<file path="config.mk">
export PLATFORM = sky130hd
export DESIGN_NAME = seq_alu
export DESIGN_NICKNAME = d
export VERILOG_FILES = /design/src/rtl/seq_alu.sv
export SDC_FILE = /design/constraint.sdc
export NUM_CORES = 1
export LEC_CHECK = 0
export CAP_MARGIN = 10
export CORE_ASPECT_RATIO = 1.1
export CORE_MARGIN = 1.5
export CORE_UTILIZATION = 31
export CTS_BUF_LIST = sky130_fd_sc_hd__clkbuf_2
export CTS_CLUSTER_SIZE = 30
export DETAILED_ROUTE_END_ITERATION = 8
export HOLD_SLACK_MARGIN = 0.15
export PLACE_DENSITY_LB_ADDON = 0.3
export SLEW_MARGIN = 20
export SYNTH_ARGS = -nofsm -noshare
export SYNTH_HDL_FRONTEND = slang
export SYNTH_SLANG_ARGS = --single-unit
</file>
<file path="constraint.sdc">
create_clock -name clk -period 8.3 [get_ports clk]
set_clock_uncertainty 0.05 [all_clocks]
set_input_delay 1.245 -clock clk [delete_from_list [all_inputs] [get_ports clk]]
set_output_delay 1.245 -clock clk [all_outputs]
set_load 0.02 [all_outputs]
</file>
<file path="src/rtl/seq_alu.sv">
// Registered ALU with iterative shift-add multiply and restoring divide.
// Single-cycle ops update C/zero; mul/div deliver results through HI/LO.
module seq_alu #(
    parameter int WIDTH = 32
) (
    input  logic             clk,
    input  logic             reset,
    input  logic             start,
    input  logic [3:0]       ALUOp,
    input  logic [WIDTH-1:0] A,
    input  logic [WIDTH-1:0] B,
    output logic [WIDTH-1:0] C,
    output logic [WIDTH-1:0] HI,
    output logic [WIDTH-1:0] LO,
    output logic             zero,
    output logic             busy,
    output logic             done
);
    localparam int SHW = $clog2(WIDTH);
    localparam logic [SHW-1:0] LAST = SHW'(WIDTH - 1);

    typedef enum logic [1:0] {IDLE, MUL, DIV, FIX} state_t;

    state_t             state_q, state_d;
    logic [2*WIDTH-1:0] acc_q, acc_d;
    logic [WIDTH-1:0]   opb_q, opb_d;
    logic [SHW-1:0]     cnt_q, cnt_d;
    logic               is_div_q, is_div_d;
    logic               neg_q, neg_d;
    logic               rneg_q, rneg_d;
    logic [WIDTH-1:0]   c_q, c_d;
    logic               zero_q, zero_d;
    logic [WIDTH-1:0]   hi_q, hi_d;
    logic [WIDTH-1:0]   lo_q, lo_d;
    logic               done_q, done_d;

    logic [SHW-1:0]     shamt;
    logic [WIDTH-1:0]   alu_res;
    logic               sgn_op, sign_a, sign_b;
    logic [WIDTH-1:0]   abs_a, abs_b;
    logic [WIDTH:0]     mul_sum;
    logic [WIDTH:0]     trial, diff;
    logic               geq;
    logic [2*WIDTH-1:0] prod_fix;
    logic [WIDTH-1:0]   q_fix, r_fix;

    always_comb begin
        shamt   = B[SHW-1:0];
        alu_res = '0;
        case (ALUOp)
            4'd0:    alu_res = A + B;
            4'd1:    alu_res = A - B;
            4'd2:    alu_res = A & B;
            4'd3:    alu_res = A | B;
            4'd4:    alu_res = A >> shamt;
            4'd5:    alu_res = $signed(A) >>> shamt;
            4'd6:    alu_res = A ^ B;
            4'd7:    alu_res = {{(WIDTH-1){1'b0}}, (A < B)};
            default: alu_res = '0;
        endcase
    end

    // Odd mul/div op codes are the signed variants
    always_comb begin
        sgn_op = ALUOp[0];
        sign_a = sgn_op & A[WIDTH-1];
        sign_b = sgn_op & B[WIDTH-1];
        abs_a  = sign_a ? -A : A;
        abs_b  = sign_b ? -B : B;
    end

    // acc holds {partial product, remaining multiplier} or {remainder, dividend/quotient}
    always_comb begin
        mul_sum  = {1'b0, acc_q[2*WIDTH-1:WIDTH]} + {1'b0, (acc_q[0] ? opb_q : {WIDTH{1'b0}})};
        trial    = acc_q[2*WIDTH-1:WIDTH-1];
        diff     = trial - {1'b0, opb_q};
        geq      = ~diff[WIDTH];
        prod_fix = neg_q ? -acc_q : acc_q;
        q_fix    = neg_q ? -acc_q[WIDTH-1:0] : acc_q[WIDTH-1:0];
        r_fix    = rneg_q ? -acc_q[2*WIDTH-1:WIDTH] : acc_q[2*WIDTH-1:WIDTH];
    end

    always_comb begin
        state_d  = state_q;
        acc_d    = acc_q;
        opb_d    = opb_q;
        cnt_d    = cnt_q;
        is_div_d = is_div_q;
        neg_d    = neg_q;
        rneg_d   = rneg_q;
        c_d      = c_q;
        zero_d   = zero_q;
        hi_d     = hi_q;
        lo_d     = lo_q;
        done_d   = 1'b0;
        case (state_q)
            IDLE: begin
                if (start) begin
                    if (!ALUOp[3] || ALUOp[2]) begin
                        c_d    = alu_res;
                        zero_d = (alu_res == '0);
                        done_d = 1'b1;
                    end else if (ALUOp[1] && (B == '0)) begin
                        hi_d   = A;
                        lo_d   = '1;
                        done_d = 1'b1;
                    end else begin
                        is_div_d = ALUOp[1];
                        acc_d    = {{WIDTH{1'b0}}, (ALUOp[1] ? abs_a : abs_b)};
                        opb_d    = ALUOp[1] ? abs_b : abs_a;
                        neg_d    = sign_a ^ sign_b;
                        rneg_d   = sign_a;
                        cnt_d    = '0;
                        state_d  = ALUOp[1] ? DIV : MUL;
                    end
                end
            end
            MUL: begin
                acc_d = {mul_sum, acc_q[WIDTH-1:1]};
                cnt_d = cnt_q + SHW'(1);
                if (cnt_q == LAST) state_d = FIX;
            end
            DIV: begin
                acc_d = {(geq ? diff[WIDTH-1:0] : trial[WIDTH-1:0]), acc_q[WIDTH-2:0], geq};
                cnt_d = cnt_q + SHW'(1);
                if (cnt_q == LAST) state_d = FIX;
            end
            FIX: begin
                if (is_div_q) begin
                    hi_d = r_fix;
                    lo_d = q_fix;
                end else begin
                    {hi_d, lo_d} = prod_fix;
                end
                done_d  = 1'b1;
                state_d = IDLE;
            end
            default: state_d = IDLE;
        endcase
    end

    always_ff @(posedge clk or posedge reset) begin
        if (reset) begin
            state_q  <= IDLE;
            acc_q    <= '0;
            opb_q    <= '0;
            cnt_q    <= '0;
            is_div_q <= 1'b0;
            neg_q    <= 1'b0;
            rneg_q   <= 1'b0;
            c_q      <= '0;
            zero_q   <= 1'b1;
            hi_q     <= '0;
            lo_q     <= '0;
            done_q   <= 1'b0;
        end else begin
            state_q  <= state_d;
            acc_q    <= acc_d;
            opb_q    <= opb_d;
            cnt_q    <= cnt_d;
            is_div_q <= is_div_d;
            neg_q    <= neg_d;
            rneg_q   <= rneg_d;
            c_q      <= c_d;
            zero_q   <= zero_d;
            hi_q     <= hi_d;
            lo_q     <= lo_d;
            done_q   <= done_d;
        end
    end

    assign C    = c_q;
    assign HI   = hi_q;
    assign LO   = lo_q;
    assign zero = zero_q;
    assign busy = (state_q != IDLE);
    assign done = done_q;

endmodule
</file>
== Word-level counts from Yosys, hierarchy flattened ==
Cells that the tools add are included.

* Shifts and indexed selects: 2
* Bitwise logic cells: 9
* Mux-type cells: 38
* Equal/unequal tests: 16
* Reductions and logical operators: 18
* Order comparisons: 1
* $add $sub $neg: 10

{| class="wikitable"
|+ Operators with widths
! cell !! number
|-
| $mux W32 || 16
|-
| $mux W64 || 4
|-
| $pmux W32 S8 || 1
|-
| $pmux W64 S3 || 1
|-
| $neg A32 Y32 || 4
|-
| $pmux W32 S2 || 2
|-
| $logic_not A32 Y1 || 2
|-
| $neg A64 Y64 || 1
|-
| $add A32 B32 Y33 || 1
|-
| $sub A33 B32 Y33 || 1
|-
| $add A32 B32 Y32 || 1
|-
| $and A32 B32 Y32 || 1
|-
| $lt A32 B32 Y1 || 1
|-
| $or A32 B32 Y32 || 1
|-
| $shr A32 B5 Y32 || 1
|-
| $sshr A32 B5 Y32 || 1
|-
| $sub A32 B32 Y32 || 1
|-
| $xor A32 B32 Y32 || 1
|-
| $reduce_and A4 Y1 || 5
|-
| $eq A4 B3 Y1 const B || 4
|-
| $mux W5 || 3
|-
| $mux W2 || 5
|-
| $pmux W5 S2 || 1
|-
| $eq A4 B2 Y1 const B || 2
|-
| other kinds (22) || 33
|}

* Input port bits: 71
* Word-level logic and storage cells: 106
* Register bits: 204
* Output and inout bits: 99

== Logic depth before layout (Yosys ltp) ==
* Word-level depth: 7
* Gate-level depth with buffers: 18
* Gate-level depth less buffers: 15

== Worst setup path after synthesis ==
No wires, ideal clock.

* Path kind: input port to flip-flop
* Start point: input port B[1]
* End point: register zero_q (netlist: zero)
* Path slack: 2.966 ns
* Library setup time: 0.091 ns
* Required time: 8.159 ns
* Arrival: 5.194 ns
* Stages on the path: 17
* Buffers on the path: 4
* Cells stage by stage: buf_2 buf_2 buf_2 clkbuf_1 inv_1 ha_1 or2_2 a221oi_1 o21a_1 a211oi_1 a2111oi_2 nor2_1 o31ai_2 mux2i_1 a2111oi_0 nand4_1 o31ai_1

* Cells in the longest elaborated chain, start to end: 3
* Elaborated cells between the ends (all ways): 10
* Those cells by class: add/sub: 2; order compare: 1; shift: 2; mux: 1; bitwise: 3; reduce/logical: 1

{| class="wikitable"
|+ RTL lines
! item !! line !! source
|-
| start, declared || 11 || <nowiki>input logic [WIDTH-1:0] B,</nowiki>
|-
| $sub A32 B32 Y32 (tied with other cells) || 52 || <nowiki>4'd1: alu_res = A - B;</nowiki>
|-
| $pmux W32 S8 * || 50 || <nowiki>case (ALUOp)</nowiki>
|-
| $logic_not A32 Y1 * || 101 || <nowiki>zero_d = (alu_res == '0);</nowiki>
|-
| end signal, assigned || 165 || <nowiki>zero_q <= zero_d;</nowiki>
|-
| end, declared || 32 || <nowiki>logic zero_q, zero_d;</nowiki>
|}

Mark *: on every way between the ends. The rest lies on a longest branch, timed or not.
A chain may end at the register's enable or synchronous reset.

== Worst setup path after layout ==
* Start point: register acc_q[31]
* End point: register acc_q[36]

* Cells in the longest elaborated chain, start to end: 3

{| class="wikitable"
|+ RTL lines
! item !! line !! source
|-
| start, declared || 25 || <nowiki>logic [2*WIDTH-1:0] acc_q, acc_d;</nowiki>
|-
| start signal, assigned || 145 || <nowiki>acc_q <= '0;</nowiki>
|-
| start signal, assigned || 158 || <nowiki>acc_q <= acc_d;</nowiki>
|-
| $sub A33 B32 Y33 || 76 || <nowiki>diff = trial - {1'b0, opb_q};</nowiki>
|-
| $mux W32 || 124 || <nowiki>acc_d = {(geq ? diff[WIDTH-1:0] : trial[WIDTH-1:0]), acc_q[WIDTH-2:0], geq};</nowiki>
|-
| $pmux W64 S3 || 96 || <nowiki>case (state_q)</nowiki>
|}

No other way between the ends.

==> flow_metrics.env <==
export IMPL_port_buffers=169
export IMPL_fill_cells=7845
export IMPL_syn_inst=3019
export IMPL_post_cts_buffers=0
export IMPL_synth_async_sr_flop_share=1.00
export IMPL_highest_layer="met5"
export IMPL_cts_hold_fix_buffers=0
export IMPL_max_slew_worst_pin_slew_ps=1050
export IMPL_outcome="finished, final reports clean"
export IMPL_ys_seq_area_frac=0.221
export IMPL_rsz0062_at_grt="no"
export IMPL_regArea_um2=5110
export IMPL_start_kind="register"
export IMPL_fin_crit_sh=0.693
export IMPL_yosys_cell_types_count=87
export IMPL_drcViolationCount=0
export IMPL_finalHoldViolCount=0
export IMPL_instances_no_fill=4075
export IMPL_synthTopCellsByArea="dfrtp_1 (22%), ha_1 (9.7%), a21oi_1 (6.3%)"
export IMPL_end_kind="register"
export IMPL_finalMaxSlewViolations=0
export IMPL_h_tree_depth=2
export IMPL_clock_sinks=204
export IMPL_fin_ws_ps=2540
export IMPL_yosys_area_top_type_share=0.220
export IMPL_min_period_ps=5760
export IMPL_synth_edf_count=0
export IMPL_synthesis_nets=3274
export IMPL_overflow=0
export IMPL_cts_max_path_buffers=3
export IMPL_fmax_ghz=0.174
export IMPL_path_clk_slew_ps=90
export IMPL_row_count=104
export IMPL_core_um2=73500
export IMPL_gp_congestion=1.00
export IMPL_hold_path_class="register to register"
export IMPL_syn_to_final_growth_pct=12.9
export IMPL_wl_mm=100
export IMPL_worst_endpoint_required_ps=9140
export IMPL_placedCellCount=3978
export IMPL_grt_pass1_vias=22900
export IMPL_clk_latency_ps=1060
export IMPL_pwr_density_cell_nw_per_um2=273
export IMPL_nets=3339
export IMPL_syn_area_um2=23100
export IMPL_ant_nets=0
export IMPL_first_iter_violations=2249
export IMPL_drtPass1Iterations=6
export IMPL_dr_wl_met2_mm=46.0
export IMPL_grt_pass1_wl_mm=149
export IMPL_ys_warn_count=0
export IMPL_wl_met3_mm=7.56
export IMPL_holdWs_ps=429
export IMPL_drive_gt1_frac=0.0772
export IMPL_irDropWorstVdd_mv=0.223
export IMPL_antenna_found_initial=3
export IMPL_floorplan_initialDensity=0.315
export IMPL_dieArea_um2=76300
export IMPL_final_cell_mix="nor2_1 (316), a21oi_1 (288), o21ai_0 (277)"
export IMPL_io_pins=170
export IMPL_ys_seq_elements=204
export IMPL_grt_start_max_net_pins=110
export IMPL_die_h_um=290
export IMPL_numCtsBuffers=58
export IMPL_cap_violations=0
export IMPL_mostFrequentLayoutCell="nor2_1"
export IMPL_postCtsResizedCells=0
export IMPL_num_vias=24100
export IMPL_vias_per_cell=5.92
export IMPL_cts_root_buf="clkbuf_2"
export IMPL_cts_tree="yes"
export IMPL_tns_ps=0
export IMPL_wl_met1_mm=41.3
export IMPL_slew_headroom=0.290
export IMPL_wl_per_cell_um=24.6
export IMPL_detailedPlace_worstSlack_ps=1840
export IMPL_finalSetupViolCount=0
export IMPL_path_class="register to register"
export IMPL_cp_max_fo=39
export IMPL_multi_input_comb_area_um2=16600
export IMPL_grt_use_total=0.255
export IMPL_post_synth_cell_area_avg_um2=7.66
export IMPL_critPathArrivalTime_ps=6590
export IMPL_leakage_nw=11.0
export IMPL_yosysTopAreaCell="dfrtp_1"
export IMPL_fp_dieW_um=263
export IMPL_dp_hpwl_mm=77.9
export IMPL_synth_main_ff_cell="dfrtp_1"
[synthesized netlist by cell type, types with 8 or more instances]
library cell	count
nor4_1	25
a221oi_1	14
inv_1	154
o221ai_1	11
nand4_1	17
a22oi_1	64
a31oi_1	65
mux2i_1	100
and2_1	16
dfrtp_1	203
and3_1	13
o22ai_1	18
or2_2	11
buf_1	23
ha_1	180
nand2_1	237
xnor2_1	121
mux2_2	15
or4_1	20
a22o_1	29
nor2b_1	21
clkbuf_1	162
a21oi_1	289
o2111ai_1	8
mux4_2	29
o31ai_1	35
nor3_1	52
a21o_1	48
o41ai_1	14
nor2_1	316
o21a_1	21
o211ai_1	34
a311oi_1	8
or3_1	17
o21bai_1	18
xor2_1	72
nand2b_1	29
a211oi_1	30
o21ai_0	277
nand3_1	50
buf_2	27
[area by class of cell]
type | instances | share of cell area
Clock buffer | 80 | 0.0153
Inverter | 155 | 0.0226
Antenna cell | 1 | 0.0000959
Clock inverter | 16 | 0.00364
Multi-Input combinational cell | 2442 | 0.638
Tap cell | 954 | 0.0457
Sequential cell | 204 | 0.196
Timing Repair Buffer | 223 | 0.0795
[worst max-delay path, stage by stage, from the launching register on]
cell	delay [ps]
dfrtp_1	460
inv_1	220
ha_1	380
inv_1	100
fa_1	440
a211oi_1	360
o21ai_0	210
a221oi_1	710
nor2_1	180
a31oi_1	410
o31ai_1	270
a211oi_1	380
xnor2_2	140
buf_4	520
mux2_2	440
a22oi_1	180
o21ai_0	90
[per-stage QoR]
step / total power [mW] / utilization / cell area, um^2
4_1_cts: 7.12 / 0.355 / 26100
3_3_place_gp: 6.32 / 0.348 / 25600
3_5_place_dp: 6.31 / 0.348 / 25600
6_report: 7.12 / 0.355 / 26100
5_1_grt: 7.68 / 0.355 / 26100
2_1_floorplan: 4.76 / - / 23100
[flip-flops by register name, indices dropped and copies added, names as in the netlist]
signal    flops
C            32
HI           32
LO           32
acc_q        64
cnt_q         5
done          1
is_div_q      1
neg_q         1
opb_q        32
rneg_q        1
state_q       2
zero          1
[worst paths after layout]
check / endpoint / depth (start not counted) / start / slack (ps)
min in group asynchronous: LO[23]$_DFFE_PP0P_ / 2 / reset / 600
worst max-delay path: acc_q[36]$_DFFE_PP0P_ / 16 / acc_q[31]$_DFFE_PP0P_ / 2540
worst min-delay path: HI[26]$_DFFE_PP0P_ / 2 / HI[26]$_DFFE_PP0P_ / 430
worst max register to register: acc_q[36]$_DFFE_PP0P_ / 16 / acc_q[31]$_DFFE_PP0P_ / 2540
max in group asynchronous: acc_q[33]$_DFFE_PP0P_ / 3 / reset / 6180
worst min register to register: HI[26]$_DFFE_PP0P_ / 2 / HI[26]$_DFFE_PP0P_ / 430
[report_power, final]
group	leakage (nW)	internal, mW	switching, mW
Combinational	8.16	1.74	2.79
Clock	0.383	0.293	0.480
Sequential	2.47	1.40	0.427
Total	11.0	3.43	3.69
[per-layer routing]
layer / global-route usage / vias to the layer above
met3: 0.0396 / 268
met5: 0 / -
met2: 0.424 / 1158
met4: 0.128 / 4
li1: - / 11100
met1: 0.323 / 11500
[cells by family (layout without fill, tap and decap cells)]
group / after synthesis / count (layout) / share of synthesized area
adder cells (fa/ha/maj): 184 / 184 / 0.101
XOR/XNOR: 193 / 193 / 0.0731
flip-flops: 204 / 204 / 0.221
other: 0 / 1 / 0
multiplexers: 144 / 144 / 0.0788
buffers and inverters: 373 / 474 / 0.0636
AO/OA/AOI/OAI: 1061 / 1061 / 0.290
AND/OR/NAND/NOR: 860 / 860 / 0.173
No activity file was read; power rests on OpenSTA's default activity.
